### src/rtl/adder_arbiter.sv
// adder_arbiter: round-robin sharing of one external adder among NUM_REQ
// requesters. Two registered stages: operands out, then tagged sum back.
// Ports: clk_i, reset_i (sync, active-high)
//   req_valid_i/req_ready_o, req_a_i/req_b_i : packed requester side
//   add_a_o/add_b_o/add_sum_i                : external adder
//   rsp_valid_o/rsp_ready_i, rsp_id_o/rsp_sum_o : tagged response
module adder_arbiter #(
  parameter int NUM_REQ = 4,
  parameter int WIDTH   = 4
) (
  input  logic                          clk_i,
  input  logic                          reset_i,
  input  logic [NUM_REQ-1:0]            req_valid_i,
  input  logic [NUM_REQ*WIDTH-1:0]      req_a_i,
  input  logic [NUM_REQ*WIDTH-1:0]      req_b_i,
  output logic [NUM_REQ-1:0]            req_ready_o,
  output logic [WIDTH-1:0]              add_a_o,
  output logic [WIDTH-1:0]              add_b_o,
  input  logic [WIDTH:0]                add_sum_i,
  output logic                          rsp_valid_o,
  output logic [$clog2(NUM_REQ)-1:0]    rsp_id_o,
  output logic [WIDTH:0]                rsp_sum_o,
  input  logic                          rsp_ready_i
);

  localparam int IDW = $clog2(NUM_REQ);

  logic             op_valid_q, op_valid_d;
  logic [IDW-1:0]   op_id_q, op_id_d;
  logic [WIDTH-1:0] a_q, a_d, b_q, b_d;
  logic             rv_q, rv_d;
  logic [IDW-1:0]   rid_q, rid_d;
  logic [WIDTH:0]   rsum_q, rsum_d;
  logic [IDW-1:0]   last_q, last_d;

  logic             s2_free, s1_free;
  logic             grant_vld, hs;
  logic [IDW-1:0]   grant_id;
  int               idx;

  assign s2_free = !rv_q || rsp_ready_i;
  assign s1_free = !op_valid_q || s2_free;

  // Search starts one past the last winner and wraps.
  always_comb begin
    grant_vld = 1'b0;
    grant_id  = '0;
    idx       = 0;
    for (int i = 1; i <= NUM_REQ; i++) begin
      idx = int'(last_q) + i;
      if (idx >= NUM_REQ) idx = idx - NUM_REQ;
      if (!grant_vld && req_valid_i[idx]) begin
        grant_vld = 1'b1;
        grant_id  = IDW'(idx);
      end
    end
  end

  assign hs = grant_vld && s1_free && !reset_i;

  always_comb begin
    req_ready_o = '0;
    for (int k = 0; k < NUM_REQ; k++) begin
      req_ready_o[k] = hs && (grant_id == IDW'(k));
    end
  end

  always_comb begin
    op_valid_d = op_valid_q;
    op_id_d    = op_id_q;
    a_d        = a_q;
    b_d        = b_q;
    last_d     = last_q;
    rv_d       = rv_q;
    rid_d      = rid_q;
    rsum_d     = rsum_q;
    if (hs) begin
      op_valid_d = 1'b1;
      op_id_d    = grant_id;
      a_d        = req_a_i[grant_id*WIDTH +: WIDTH];
      b_d        = req_b_i[grant_id*WIDTH +: WIDTH];
      last_d     = grant_id;
    end else if (s1_free) begin
      op_valid_d = 1'b0;
    end
    // A new load takes priority over a pop so a full pipe streams.
    if (op_valid_q && s2_free) begin
      rv_d   = 1'b1;
      rid_d  = op_id_q;
      rsum_d = add_sum_i;
    end else if (rv_q && rsp_ready_i) begin
      rv_d = 1'b0;
    end
  end

  always_ff @(posedge clk_i) begin
    if (reset_i) begin
      op_valid_q <= 1'b0;
      op_id_q    <= '0;
      a_q        <= '0;
      b_q        <= '0;
      last_q     <= IDW'(NUM_REQ - 1);
      rv_q       <= 1'b0;
      rid_q      <= '0;
      rsum_q     <= '0;
    end else begin
      op_valid_q <= op_valid_d;
      op_id_q    <= op_id_d;
      a_q        <= a_d;
      b_q        <= b_d;
      last_q     <= last_d;
      rv_q       <= rv_d;
      rid_q      <= rid_d;
      rsum_q     <= rsum_d;
    end
  end

  assign add_a_o     = a_q;
  assign add_b_o     = b_q;
  assign rsp_valid_o = rv_q;
  assign rsp_id_o    = rid_q;
  assign rsp_sum_o   = rsum_q;

endmodule

### config.mk
export PLATFORM = sky130hd
export DESIGN_NAME = adder_arbiter
export DESIGN_NICKNAME = d
export VERILOG_FILES = /design/src/rtl/adder_arbiter.sv
export SDC_FILE = /design/constraint.sdc
export NUM_CORES = 1
export LEC_CHECK = 0
export ABC_AREA = 0
export CAP_MARGIN = 15
export CORE_MARGIN = 10
export CORE_UTILIZATION = 41
export DETAILED_ROUTE_END_ITERATION = 7
export PLACE_DENSITY = 0.95
export SETUP_SLACK_MARGIN = 0.5
export SYNTH_ARGS = -nofsm -noshare
export SYNTH_HDL_FRONTEND = slang
export SYNTH_SLANG_ARGS = --single-unit
### constraint.sdc
create_clock -name clk_i -period 4.6 [get_ports clk_i]
set_input_delay 0.46 -clock clk_i [delete_from_list [all_inputs] [get_ports clk_i]]
set_output_delay 0.46 -clock clk_i [all_outputs]
set_load 0.05 [all_outputs]
==> results.yml <==
yosys:
  synthCells: 126
  syn_area_per_cell_sq_um: 8.95
  synth-edff-count: 0
  ys_ff_latch: 21
  ys_top_cells_by_area: "dfxtp_1, a32o_2, mux2i_1"
  synth.top_cell.area_share: 0.373
  synth_fp_nets: 170
  ys_seq_area_frac: 0.373
  async_flop_share: 0
  synth_warnings: 0
  syn_area_sq_um: 1130
  yosysTopAreaCell: "dfxtp_1"
  synth_common_cells: "dfxtp_1, nor2_1, a21oi_1"
  yosysMostFrequentCell: "dfxtp_1"
  synth_ff_type: "dfxtp_1"
  yosysUniqueCellTypes: 32
worst_setup_path:
  worst_ep_arrival_time_ns: 3.32
  crit_family: "buffers and inverters"
  critPathSlowestCell: "clkdlybuf4s50_1"
  cp_max_fo: 10
  cp_cell_sequence: "clkdlybuf4s50_1 > nor4_2 > or2_1 > nor4b_4 > and2_1 > clkdlybuf4s50_1"
  r2r-start: "last_q[1]"
  rr_worst_depth: 5
  worstSetupPathType: "input pin to output port"
  worst_setup_path_start_kind: "input pin"
  worstSetupPathDepth: 6
  startpoint: "req_valid_i[3]"
  end_kind: "output port"
  critPathRequiredTime_ns: 4.14
  crit_buf_inv: 2
  crit_top_cell: "clkdlybuf4s50_1"
  cpPeakStageDelay_ns: 0.89
route:
  drc: 0
  postRouteAntennaNets: 0
  viasPerCell: 5.70
  wirelength_mm: 4.09
  wl_per_cell_um: 18.8
  firstDrtPassIters: 4
  drtIter0Drc: 116
  num_vias: 1236
timing:
  finalCritPeriodShare: 0.822
  post-route-min-period_ns: 3.78
  worst_pin_slew_ns: 0.844
  drv_slew: 0
  max_freq_ghz: 0.264
  holdWs_ns: 0.513
  rsz0062_at_grt: "no"
  clock_skew_ns: 0.00229
  finalHoldViolCount: 0
  setup_viol: 0
  slew_headroom: 0.436
  finalSetupTns_ns: 0
floorplanning:
  num_rows: 18
  coreArea_sq_um: 2540
  io_pins: 64
  design.die.area_sq_um: 5250
  die_w_um: 72.4
  start_util: 0.443
  die_h_um: 72.4
pwr:
  pwr-share-seq: 0.397
  swShare: 0.389
  peakVddDrop_uv: 225
  p_sw_uw: 214
  comb_power_share: 0.426
  power.internal_uw: 335
  leakage_uw: 0.000787
  pwr-share-clk: 0.177
  powerDensity_nw_per_um2: 306
clocking:
  post_cts_buffers: 0
  clockRootBuffer: "clkbuf_4"
  cts_resized: 0
  clk_latency_ns: 0.32
  path_clk_slew_ns: 0.13
  cts.path.max_buffers: 2
  cts_buffers: 3
  cts_hold_buf: 0
  clock_sinks: 21
  htreeDepth: 1
  cts_tree: "done"
global_routing:
  grt_pass1_wl_mm: 6.19
  grt_usage: 0.148
  grt_overflow: 0
  antenna_found_initial: 0
  first_global_vias: 1236
  grt_max_degree: 16
placed_design:
  io_buffers: 63
  place_congestion: 0.768
  dpl.hpwl_mm: 3.30
final_layout:
  drive_gt1_frac: 0.0963
  antenna_cells: 0
  final_nets: 232
  area_growth_pct: 58.7
run:
  cap_violations: 0
hold_path:
  hold_path_class: "register to register"
  holdPathStages: 2
  hold_start: "rsp_sum_o[3]"
outcome:
  outcome: "complete, no violations"
==> layer usage <==
layer / global-route usage / part of all wire / wire [um]
met1: 0.153 / 0.35 / 1440
met2: 0.268 / 0.54 / 2230
met3: 0.0354 / 0.073 / 299
met4: 0.0781 / 0.030 / 121
met5: 0 / 0 / 0
==> worst register-to-register path: cells and delay by family (launching register included) <==
kind / cells / cell delay, ns
AND/OR/NAND/NOR: 1 / 0.33
AO/OA/AOI/OAI: 3 / 1.13
flip-flops: 1 / 0.50
multiplexers: 1 / 0.14
==> area by class of cell <==
type	instances	area, sq um
Multi-Input combinational cell	96	656
Timing Repair Buffer	64	638
Clock buffer	3	22.5
Tap cell	30	37.5
Clock inverter	1	7.51
Sequential cell	21	420
Inverter	2	7.51
Fill cell	195	756
==> sequential cells by signal, indices dropped and copies added, names as in the netlist <==
name	cells
rsp_id_o	2
last_q	2
rsp_valid_o	1
add_a_o	4
op_valid_q	1
add_b_o	4
rsp_sum_o	5
op_id_q	2
==> path summary, 6_finish.rpt <==
kind | end | slack [ns]
worst min register to register | rsp_sum_o[3] | 0.51
worst min-delay path | rsp_sum_o[3] | 0.51
worst max-delay path | req_ready_o[3] | 0.82
worst max register to register | add_a_o[3] | 2.41
==> layout by cell type (no fill, tap or decap), drive strengths merged <==
cell type / instances
nand2: 3
nor3: 1
mux2i: 8
o21ai: 10
o21a: 1
a32o: 8
o21bai: 1
o311ai: 1
a21oi: 10
o21ba: 1
and2: 2
a211o: 9
dfxtp: 21
nor4: 2
nand3b: 2
clkinvlp: 1
inv: 2
and3b: 1
nor2b: 2
a21boi: 1
o211ai: 1
nor2: 20
buf: 1
clkbuf: 3
nand2b: 1
or2: 1
nand3: 8
a211oi: 1
nor4b: 1
clkdlybuf4s50: 63
==> power by group through the flow <==
stage | sequential (uW) | clock, uW | combinational [uW]
global placement | 220 | 0 | 229
finish | 218 | 97.0 | 233
global route | 221 | 102 | 246
CTS | 217 | 97.9 | 234
detailed placement | 221 | 0 | 233
floorplan | 273 | 0 | 86.5
==> logic make-up after synthesis <==
kind of cell,count (synthesis),synth area share
mux,8,0.0710
buf+inv,9,0.0455
simple gates,44,0.211
flops,21,0.373
compound gates,44,0.300
==> per-stage QoR <==
stage | total power [uW] | worst slack (ns) | instances | util | instance area [sq um]
3_5_place_dp | 454 | 0.860 | 213 | 0.691 | 1760
2_1_floorplan | 360 | 2.18 | 126 | - | 1130
5_1_grt | 568 | 0.723 | 217 | 0.703 | 1790
6_report | 548 | 0.817 | 217 | 0.703 | 1790
3_3_place_gp | 449 | 0.941 | 213 | 0.691 | 1760
4_1_cts | 549 | 0.861 | 217 | 0.703 | 1790
(Power assumes the default switching activity.)
